[config.mk]
export PLATFORM = sky130hd
export DESIGN_NAME = secure_mem_initiator
export DESIGN_NICKNAME = d
export VERILOG_FILES = /design/src/rtl/secure_mem_initiator.sv
export SDC_FILE = /design/constraint.sdc
export NUM_CORES = 1
export LEC_CHECK = 0
export CAP_MARGIN = 20
export CORE_AREA = 2 2 405 407
export CTS_BUF_LIST = sky130_fd_sc_hd__clkbuf_8
export DETAILED_ROUTE_END_ITERATION = 12
export DIE_AREA = 0 0 407 409
export SLEW_MARGIN = 20
export SYNTH_ARGS = -nofsm -noshare
export SYNTH_HDL_FRONTEND = slang
export SYNTH_SLANG_ARGS = --single-unit
[constraint.sdc]
create_clock -name clk -period 26.3 [get_ports clk]
set_clock_uncertainty 0.15 [all_clocks]
set_input_delay 3.945 -clock clk [delete_from_list [all_inputs] [get_ports clk]]
set_output_delay 3.945 -clock clk [all_outputs]
set_load 0.01 [all_outputs]
[src/rtl/secure_mem_initiator.sv]
// secure_mem_initiator
//   Command-side initiator for the secure memory's single-cycle rd_en/wr_en
//   port. Accepts one read or write command at a time (valid/ready), issues a
//   single memory strobe, captures the one-cycle read-valid pulse and returns a
//   held response with an error flag. Writes to addresses flagged in LOCK_MASK
//   (key slots) and out-of-range addresses are rejected without touching memory.
//
//   Optional feature macro: SECMEM_TIMEOUT_EN
//     defined   -> an 8-bit wait counter aborts a read with rsp_err=1 once it
//                  has spent TIMEOUT cycles in WAIT without a read-valid.
//     undefined -> no counter; WAIT waits indefinitely, TIMEOUT is ignored.
//
// Ports
//   clk, rst          clock (rising edge), asynchronous active-high reset
//   cmd_valid/ready   command handshake; cmd_ready is high only in IDLE
//   cmd_write         1 = write, 0 = read
//   cmd_addr          word address
//   cmd_wdata         write data
//   rsp_valid/ready   response handshake; response held while rsp_ready=0
//   rsp_rdata         read data (0 for writes and errors)
//   rsp_err           locked write, out-of-range address or timeout
//   mem_rd_en/wr_en   one-cycle memory strobes, never high together
//   mem_addr/wrData   memory address / write data, 0 outside ISSUE
//   mem_rdData        memory read data
//   mem_rdData_valid  memory read-valid pulse (ignored outside WAIT)

module secure_mem_initiator #(
  parameter int                WIDTH     = 256,
  parameter int                LENGTH    = 16,
  parameter logic [LENGTH-1:0] LOCK_MASK = 16'h0404,
  parameter int                TIMEOUT   = 8
) (
  input  logic                      clk,
  input  logic                      rst,
  input  logic                      cmd_valid,
  output logic                      cmd_ready,
  input  logic                      cmd_write,
  input  logic [$clog2(LENGTH)-1:0] cmd_addr,
  input  logic [WIDTH-1:0]          cmd_wdata,
  output logic                      rsp_valid,
  input  logic                      rsp_ready,
  output logic [WIDTH-1:0]          rsp_rdata,
  output logic                      rsp_err,
  output logic                      mem_rd_en,
  output logic                      mem_wr_en,
  output logic [$clog2(LENGTH)-1:0] mem_addr,
  output logic [WIDTH-1:0]          mem_wrData,
  input  logic [WIDTH-1:0]          mem_rdData,
  input  logic                      mem_rdData_valid
);

  localparam int AW = $clog2(LENGTH);

  // The wait counter is 8 bits wide, so TIMEOUT must fit in it.
  if (TIMEOUT < 1 || TIMEOUT > 255) begin : g_bad_timeout
    $error("TIMEOUT must be in 1..255");
  end

  typedef enum logic [1:0] {
    IDLE  = 2'd0,
    ISSUE = 2'd1,
    WAIT  = 2'd2,
    RSP   = 2'd3
  } state_t;

  state_t            state_q, state_d;
  logic              cmd_write_q, cmd_write_d;
  logic [AW-1:0]     cmd_addr_q, cmd_addr_d;
  logic [WIDTH-1:0]  cmd_wdata_q, cmd_wdata_d;
  logic [WIDTH-1:0]  rsp_rdata_q, rsp_rdata_d;
  logic              rsp_err_q, rsp_err_d;
  logic              cmd_bad;

`ifdef SECMEM_TIMEOUT_EN
  logic [7:0]        wait_cnt_q, wait_cnt_d;
`endif

  // Address range is checked on the widened value so non-power-of-two
  // LENGTH values are rejected correctly; the lock bit only matters for writes.
  always_comb begin
    cmd_bad = 1'b0;
    if (32'(cmd_addr) >= 32'(LENGTH)) begin
      cmd_bad = 1'b1;
    end else if (cmd_write && LOCK_MASK[cmd_addr]) begin
      cmd_bad = 1'b1;
    end
  end

  always_comb begin
    state_d     = state_q;
    cmd_write_d = cmd_write_q;
    cmd_addr_d  = cmd_addr_q;
    cmd_wdata_d = cmd_wdata_q;
    rsp_rdata_d = rsp_rdata_q;
    rsp_err_d   = rsp_err_q;
`ifdef SECMEM_TIMEOUT_EN
    wait_cnt_d  = wait_cnt_q;
`endif
    cmd_ready   = 1'b0;
    rsp_valid   = 1'b0;
    mem_rd_en   = 1'b0;
    mem_wr_en   = 1'b0;
    mem_addr    = '0;
    mem_wrData  = '0;

    unique case (state_q)
      IDLE: begin
        cmd_ready = 1'b1;
        if (cmd_valid) begin
          cmd_write_d = cmd_write;
          cmd_addr_d  = cmd_addr;
          cmd_wdata_d = cmd_wdata;
          if (cmd_bad) begin
            rsp_err_d   = 1'b1;
            rsp_rdata_d = '0;
            state_d     = RSP;
          end else begin
            state_d     = ISSUE;
          end
        end
      end

      ISSUE: begin
        mem_addr   = cmd_addr_q;
        mem_wrData = cmd_wdata_q;
        if (cmd_write_q) begin
          mem_wr_en   = 1'b1;
          rsp_err_d   = 1'b0;
          rsp_rdata_d = '0;
          state_d     = RSP;
        end else begin
          mem_rd_en   = 1'b1;
`ifdef SECMEM_TIMEOUT_EN
          wait_cnt_d  = 8'd0;
`endif
          state_d     = WAIT;
        end
      end

      WAIT: begin
        if (mem_rdData_valid) begin
          rsp_rdata_d = mem_rdData;
          rsp_err_d   = 1'b0;
          state_d     = RSP;
        end
`ifdef SECMEM_TIMEOUT_EN
        // Abort once TIMEOUT cycles have been spent in WAIT with no valid.
        else if (wait_cnt_q + 8'd1 == 8'(TIMEOUT)) begin
          rsp_rdata_d = '0;
          rsp_err_d   = 1'b1;
          state_d     = RSP;
        end else begin
          wait_cnt_d  = wait_cnt_q + 8'd1;
        end
`endif
      end

      RSP: begin
        rsp_valid = 1'b1;
        if (rsp_ready) begin
          state_d = IDLE;
        end
      end

      default: state_d = IDLE;
    endcase
  end

  assign rsp_rdata = rsp_rdata_q;
  assign rsp_err   = rsp_err_q;

  // Control and response state; strobes are decoded from state_q, so they
  // drop as soon as the asynchronous reset forces IDLE.
  always_ff @(posedge clk or posedge rst) begin
    if (rst) begin
      state_q     <= IDLE;
      rsp_rdata_q <= '0;
      rsp_err_q   <= 1'b0;
    end else begin
      state_q     <= state_d;
      rsp_rdata_q <= rsp_rdata_d;
      rsp_err_q   <= rsp_err_d;
    end
  end

`ifdef SECMEM_TIMEOUT_EN
  always_ff @(posedge clk or posedge rst) begin
    if (rst) begin
      wait_cnt_q <= 8'd0;
    end else begin
      wait_cnt_q <= wait_cnt_d;
    end
  end
`endif

  // Command capture registers: only observed in ISSUE, after a load in IDLE.
  always_ff @(posedge clk) begin
    cmd_write_q <= cmd_write_d;
    cmd_addr_q  <= cmd_addr_d;
    cmd_wdata_q <= cmd_wdata_d;
  end

endmodule
==> qor.yml, run 1 <==
slew_headroom_pct: 22.2
initial_core_util_pct: 13.1
synthesis.instances: 1663
irDropWorstVdd_v: 0.000110
cp_data_arrival_time_ns: 4.04
setup.worst_path.start_class: "flop"
crit_cells: 5
ys_seq_elements: 520
rows: 148
grt_pass1_vias: 17500
drive_gt1_share_pct: 5.66
layout.nets: 3260
numCtsBuffers: 99
holdWs_ns: 0.358
worstPathCellList: "inv_1 -> ha_4 -> buf_6 -> and2_1 -> clkdlybuf4s50_1"
wl_met1_microns: 48000
wl_per_cell_microns: 25.2
hpwlAfterDp_microns: 101000
synth-seq-area-share_pct: 67.6
async_flop_share_pct: 49.8
crit_path_max_fanout: 161
setup_ws_ns: 18.16
clock_latency_ns: 0.84
overflow: 0
outcome: "finished, final reports clean"
core_area_sq_mm: 0.162
synth_nets: 2190
fin_crit_sh_pct: 30.9
hold_path_depth: 1
total_power_mw: 4.08
synth_ff_type: "edfxtp_1"
fin_tns_setup_ns: 0
power_leakage_nw: 14.2
period_minus_slack_ns: 8.14
cts_tree: "yes"
fp.dieW_microns: 407
path_class: "flop to output pin"
cp_num_buf_inv: 3
viasPerCell: 3.41
finalHoldViolCount: 0
report.final.slew_viol_count: 0
finalSetupViolCount: 0
post-place-ws_ns: 18.50
vias: 17100
yosys_warnings: 0
gp_congestion: 0.905
areaGrowthSynthToFinish_pct: 69.8
rsz0062_at_grt: "no"
holdCritPathClass: "flop to flop"
met3WireLength_microns: 12500
cts_htree_levels: 3
worst_pin_slew_ns: 1.17
critPathCaptureType: "output pin"
grt_max_degree: 162
wl_met2_microns: 62300
cp_top_family: "buffers and inverters"
maxUsedRoutingLayer: "met5"
track_usage_pct: 14.6
drt_pass1_iterations: 5
synth_edf_count: 261
antenna_found_initial: 70
netlist_area_sq_mm: 0.0212
cts.sinks: 520
final_util_pct: 22.2
syn_area_per_cell_sq_um: 12.7
r2r_cells: 8
max_stage_delay_ns: 0.70
io_pins: 1043
grt_pass1_wl_microns: 162000
cts_setup_buffers: 0
drc: 0
ctsHoldBuffers: 0
cts.repair.resized: 0
clk_pin_slew_worst_paths_ns: 0.06
fill_cells: 17500
ys_types: 22
fp.dieArea_sq_mm: 0.166
antenna_left: 0
fmax_mhz: 123
dieHeight_microns: 409
critical_path.slowest_cell: "ha_4"
root_buffer: "clkbuf_8"
clockBufferDepth: 3
drv_cap: 0
drt_wl_total_microns: 126000
first_iter_violations: 1327
required_ns: 22.21
portBuffers: 1042
power_density_mw_per_mm2: 114
report_power, final:
part | leakage [nW] | total (mW) | switching [mW] | internal (mW)
clock | 1.08 | 0.825 | 0.407 | 0.418
sequential | 5.94 | 1.27 | 0.153 | 1.12
combinational | 7.22 | 1.98 | 1.05 | 0.928
final cells by class:
type	instances	area [sq um]	share of cell area, %
diodes	20	50.0	0.139
clock buffers	106	1460	4.06
clock inverters	72	489	1.36
inverters	263	995	2.77
multi-input cells	793	5360	14.9
flip-flops and latches	520	14300	39.8
well taps	2175	2720	7.57
repair buffers	1056	10600	29.4
cells in the mapped netlist, types with 2 or more instances:
| cell type | count | share of area, % |
|---|---|---|
| dfrtp_1 | 259 | 31 |
| clkbuf_1 | 57 | 1.0 |
| nand2_1 | 258 | 4.6 |
| mux2i_1 | 257 | 12 |
| nor2_1 | 2 | 0.035 |
| buf_6 | 27 | 1.4 |
| buf_2 | 3 | 0.071 |
| edfxtp_1 | 261 | 37 |
| ha_1 | 5 | 0.30 |
| inv_1 | 262 | 4.6 |
| and2_1 | 261 | 7.7 |
worst reg2reg max path, cell delays in order (launching register included):
cell and delay [ns]:
dfrtp_1 0.45, inv_1 0.18, ha_4 0.70, nor2b_4 0.37
a2111o_2 0.13, buf_4 0.57, buf_12 0.59, buf_4 0.93
mux2i_1 0.36
state kept, by name (all words and copies together), names as in the netlist:
register,count
cmd_wdata_q,256
cmd_addr_q,4
rsp_rdata,256
rsp_err,1
state_q,2
cmd_write_q,1
layout by cell type, fill, tap and decap left out, types with 2 or more instances in the layout:
cell type        synthesis  layout
edfxtp_1               261     261
clkdlybuf4s50_1          0    1042
ha_1                     5       3
nor2_1                   2       2
inv_8                    0       3
clkbuf_8                 0     106
bufinv_16                0       4
and2_1                 261     260
inv_1                  262     287
ha_4                     0       2
dfrtp_1                259     259
inv_12                   0       3
clkinvlp_4               0       6
mux2i_1                257     257
diode_2                  0      20
clkinv_1                 0      15
clkinv_2                 0      14
buf_4                    0      12
nand2_1                258     258
through the flow:
stage | instance area (sq um) | instances
final | 35900 | 5005
after detailed placement | 34000 | 4807
after floorplan | 21200 | 1663
after global routing | 35900 | 4992
after global placement | 33900 | 4807
after CTS | 35900 | 4985
cell families (layout without fill, tap and decap cells):
| group | Yosys count | after routing | share of synthesized area (%) |
|---|---|---|---|
| multiplexers | 258 | 258 | 12.2 |
| AO/OA/AOI/OAI | 6 | 6 | 0.230 |
| buffers and inverters | 350 | 1497 | 7.18 |
| flip-flops | 520 | 520 | 67.6 |
| adder cells (fa/ha/maj) | 5 | 5 | 0.295 |
| AND/OR/NAND/NOR | 524 | 524 | 12.5 |
| other | 0 | 20 | 0 |
path summary, 6_finish.rpt:
check | start | to | slack [ns]
min | rsp_err | rsp_err | 0.36
min reg2reg | rsp_err | rsp_err | 0.36
min in group asynchronous | rst | rsp_rdata[242] | 3.56
max | state_q[1] | mem_wrData[208] | 18.16
max reg2reg | state_q[1] | rsp_rdata[130] | 21.77
max in group asynchronous | rst | rsp_rdata[102] | 20.42
layer usage:
layer / GRT usage [%] / up-vias
met5: 0 / -
met1: 16.8 / 8495
met2: 25.0 / 853
met3: 5.70 / 206
met4: 3.73 / 66
li1: - / 7460
Note: power is estimated with default switching activity, not from simulation.
==> inputs of run 2 (changes only) <==
clock period = 7.7 ns   (was 26.3 ns; I/O delays follow)
==> run 2 against run 1 <==
  * Highest routed layer unchanged
  * Worst setup slack lost 15 ns
  * Power rose to 3.5 times the previous value
  * Die area is the same
  * Combinational power rose to 3.3 times the previous value
  * Critical path depth stayed put
  * Final cell count is 0.68% higher
  * Sequential power grew to 3.4 times the previous value
  * Sequential share of layout area down 0.55 points
  * Global-route usage is 0.36 points higher
==> qor.yml, run 2 (synthesis gave the netlist of run 1 again) <==
antenna_found_initial: 138  # was 70
drive_gt1_share_pct: 6.52  # was 5.66%
hold_path_depth: 1  # unchanged
numCtsBuffers: 109  # was 99
irDropWorstVdd_v: 0.000414  # was 0.000110 V
final_cell_mix: "clkdlybuf4s50_1, inv_1, edfxtp_1"  # unchanged
seq_power_share_pct: 30.6  # was 31.2%
rows: 148  # unchanged
worstPathCellList: "inv_1 -> ha_4 -> buf_4 -> and2_1 -> clkdlybuf4s50_1"  # was inv_1 -> ha_4 -> buf_6 -> and2_1 -> clkdlybuf4s50_1
clk_pin_slew_worst_paths_ns: 0.05  # was 0.06 ns
critPathCaptureType: "output pin"  # unchanged
r2r-end: "rsp_rdata[102]"  # was rsp_rdata[130]
report.final.slew_viol_count: 0  # unchanged
power_leakage_nw: 14.5  # was 14.2 nW
period_minus_slack_ns: 5.00
required_ns: 6.39  # was 22.21 ns
track_usage_pct: 14.9  # was 14.6%
finalSetupViolCount: 0  # unchanged
wl_per_cell_microns: 25.5  # was 25.2 microns
holdWs_ns: 0.359  # was 0.358 ns
ctsHoldBuffers: 0  # unchanged
grt_pass1_vias: 17400  # was 17,500
cts.repair.resized: 0  # unchanged
cp_data_arrival_time_ns: 3.69  # was 4.04 ns
holdCritPathClass: "flop to flop"  # unchanged
internal_power_mw: 8.91  # was 2.47 mW
fp.dieW_microns: 407  # unchanged
clockBufferDepth: 3  # unchanged
rrSetupSlack_ns: 4.16  # was 21.77 ns
drt_pass1_iterations: 5  # unchanged
drv_cap: 0  # unchanged
cts_setup_buffers: 0  # unchanged
drc: 0  # unchanged
setup_ws_ns: 2.70  # was 18.16 ns
cp_num_buf_inv: 3  # unchanged
grt_max_degree: 125  # was 162
pwr-share-comb_pct: 45.8  # was 48.6%
finalHoldViolCount: 0  # unchanged
portBuffers: 1042  # unchanged
overflow: 0  # unchanged
cts.sinks: 520  # unchanged
clock_latency_ns: 0.83  # was 0.84 ns
drt_wl_total_microns: 129000  # was 126,000 microns
initial_core_util_pct: 13.1  # unchanged
slew_headroom_pct: 31.0  # was 22.2%
fin_crit_sh_pct: 64.9
antenna_left: 0  # unchanged
max_stage_delay_ns: 0.71  # was 0.70 ns
areaGrowthSynthToFinish_pct: 72.2  # was 69.8%
cp_top_family: "buffers and inverters"  # unchanged
cts_tree: "yes"  # unchanged
gp_congestion: 0.976  # was 0.905
path_class: "flop to output pin"  # unchanged
min_to: "rsp_err"  # unchanged
grt_pass1_wl_microns: 164000  # was 162,000 microns
post-place-ws_ns: 3.46  # was 18.50 ns
rsz0062_at_grt: "no"  # unchanged
dieHeight_microns: 409  # unchanged
multiInputGateArea_sq_mm: 0.00536  # unchanged
power_density_mw_per_mm2: 391  # was 114 mW/mm^2
viasPerCell: 3.37  # was 3.41
crit_path_max_fanout: 93  # was 161
root_buffer: "clkbuf_8"  # unchanged
hpwlAfterDp_microns: 104000  # was 101,000 microns
final_common_cell: "clkdlybuf4s50_1"  # unchanged
p_clk_share_pct: 23.6  # was 20.2%
critical_path.slowest_cell: "buf_4"  # was ha_4
fp.dieArea_sq_mm: 0.166  # unchanged
worst_pin_slew_ns: 1.04  # was 1.17 ns
first_iter_violations: 1008  # was 1,327
core_area_sq_mm: 0.162  # unchanged
vias: 17000  # was 17,100
io_pins: 1043  # unchanged
fmax_mhz: 200
fill_cells: 17300  # was 17,500
setup.worst_path.start_class: "flop"  # unchanged
ff_latch_area_sq_mm: 0.0143  # unchanged
power.switching_mw: 5.34  # was 1.61 mW
swShare_pct: 37.5  # was 39.5%
fin_tns_setup_ns: 0  # unchanged
cts_htree_levels: 3  # unchanged
r2r_cells: 7  # was 8
layout.nets: 3271  # was 3,260
regToRegStartpoint: "state_q[0]"  # was state_q[1]
outcome: "finished, final reports clean"  # unchanged
min_from: "rsp_err"  # unchanged
run 2: how the worst max path moves through the flow:
stage	slack, ns	to	depth (start not counted)	startpoint
5_1_grt	2.34	mem_wrData[168]	5	state_q[1]
2_1_floorplan	2.74	cmd_addr_q[0]	1	cmd_valid
6_report	2.70	mem_wrData[168]	5	state_q[1]
3_5_place_dp	3.46	mem_wrData[168]	5	state_q[1]
4_1_cts	2.45	mem_wrData[168]	5	state_q[1]
3_3_place_gp	3.46	mem_wrData[169]	5	state_q[1]
run 2: layout make-up:
| cell class | instances | share of cell area (%) |
|---|---|---|
| Inverter | 263 | 2.72 |
| Timing Repair Buffer | 1057 | 29.0 |
| Sequential cell | 520 | 39.3 |
| Multi-Input combinational cell | 793 | 14.7 |
| Tap cell | 2175 | 7.46 |
| Clock buffer | 124 | 4.68 |
| Antenna cell | 28 | 0.192 |
| Clock inverter | 79 | 1.93 |
run 2: per-layer routing:
layer | part of all wire [%] | track usage, % | up-vias
met5 | 0.66 | 0 | -
met2 | 47 | 24.6 | 818
met1 | 37 | 16.4 | 8229
met4 | 2.9 | 4.20 | 128
li1 | - | - | 7511
met3 | 12 | 8.19 | 291
run 2: metrics by stage:
| step | utilization [%] | area, sq um | instances | power, mW |
|---|---|---|---|---|
| finish | 22.5 | 36500 | 5039 | 14.3 |
| floorplan | - | 21200 | 1663 | 7.43 |
| global route | 22.5 | 36400 | 5016 | 15.1 |
| detailed placement | 21.0 | 34000 | 4808 | 11.1 |
| global placement | 21.0 | 34000 | 4808 | 11.1 |
| CTS | 22.5 | 36400 | 5011 | 14.7 |
run 2: power groups by stage:
stage          combinational [mW]  sequential [mW]  clock, mW
2_1_floorplan                2.94             4.49          0
3_3_place_gp                 6.68             4.41          0
3_5_place_dp                 6.71             4.41          0
4_1_cts                      6.76             4.38       3.53
5_1_grt                      6.98             4.44       3.64
6_report                     6.53             4.36       3.36
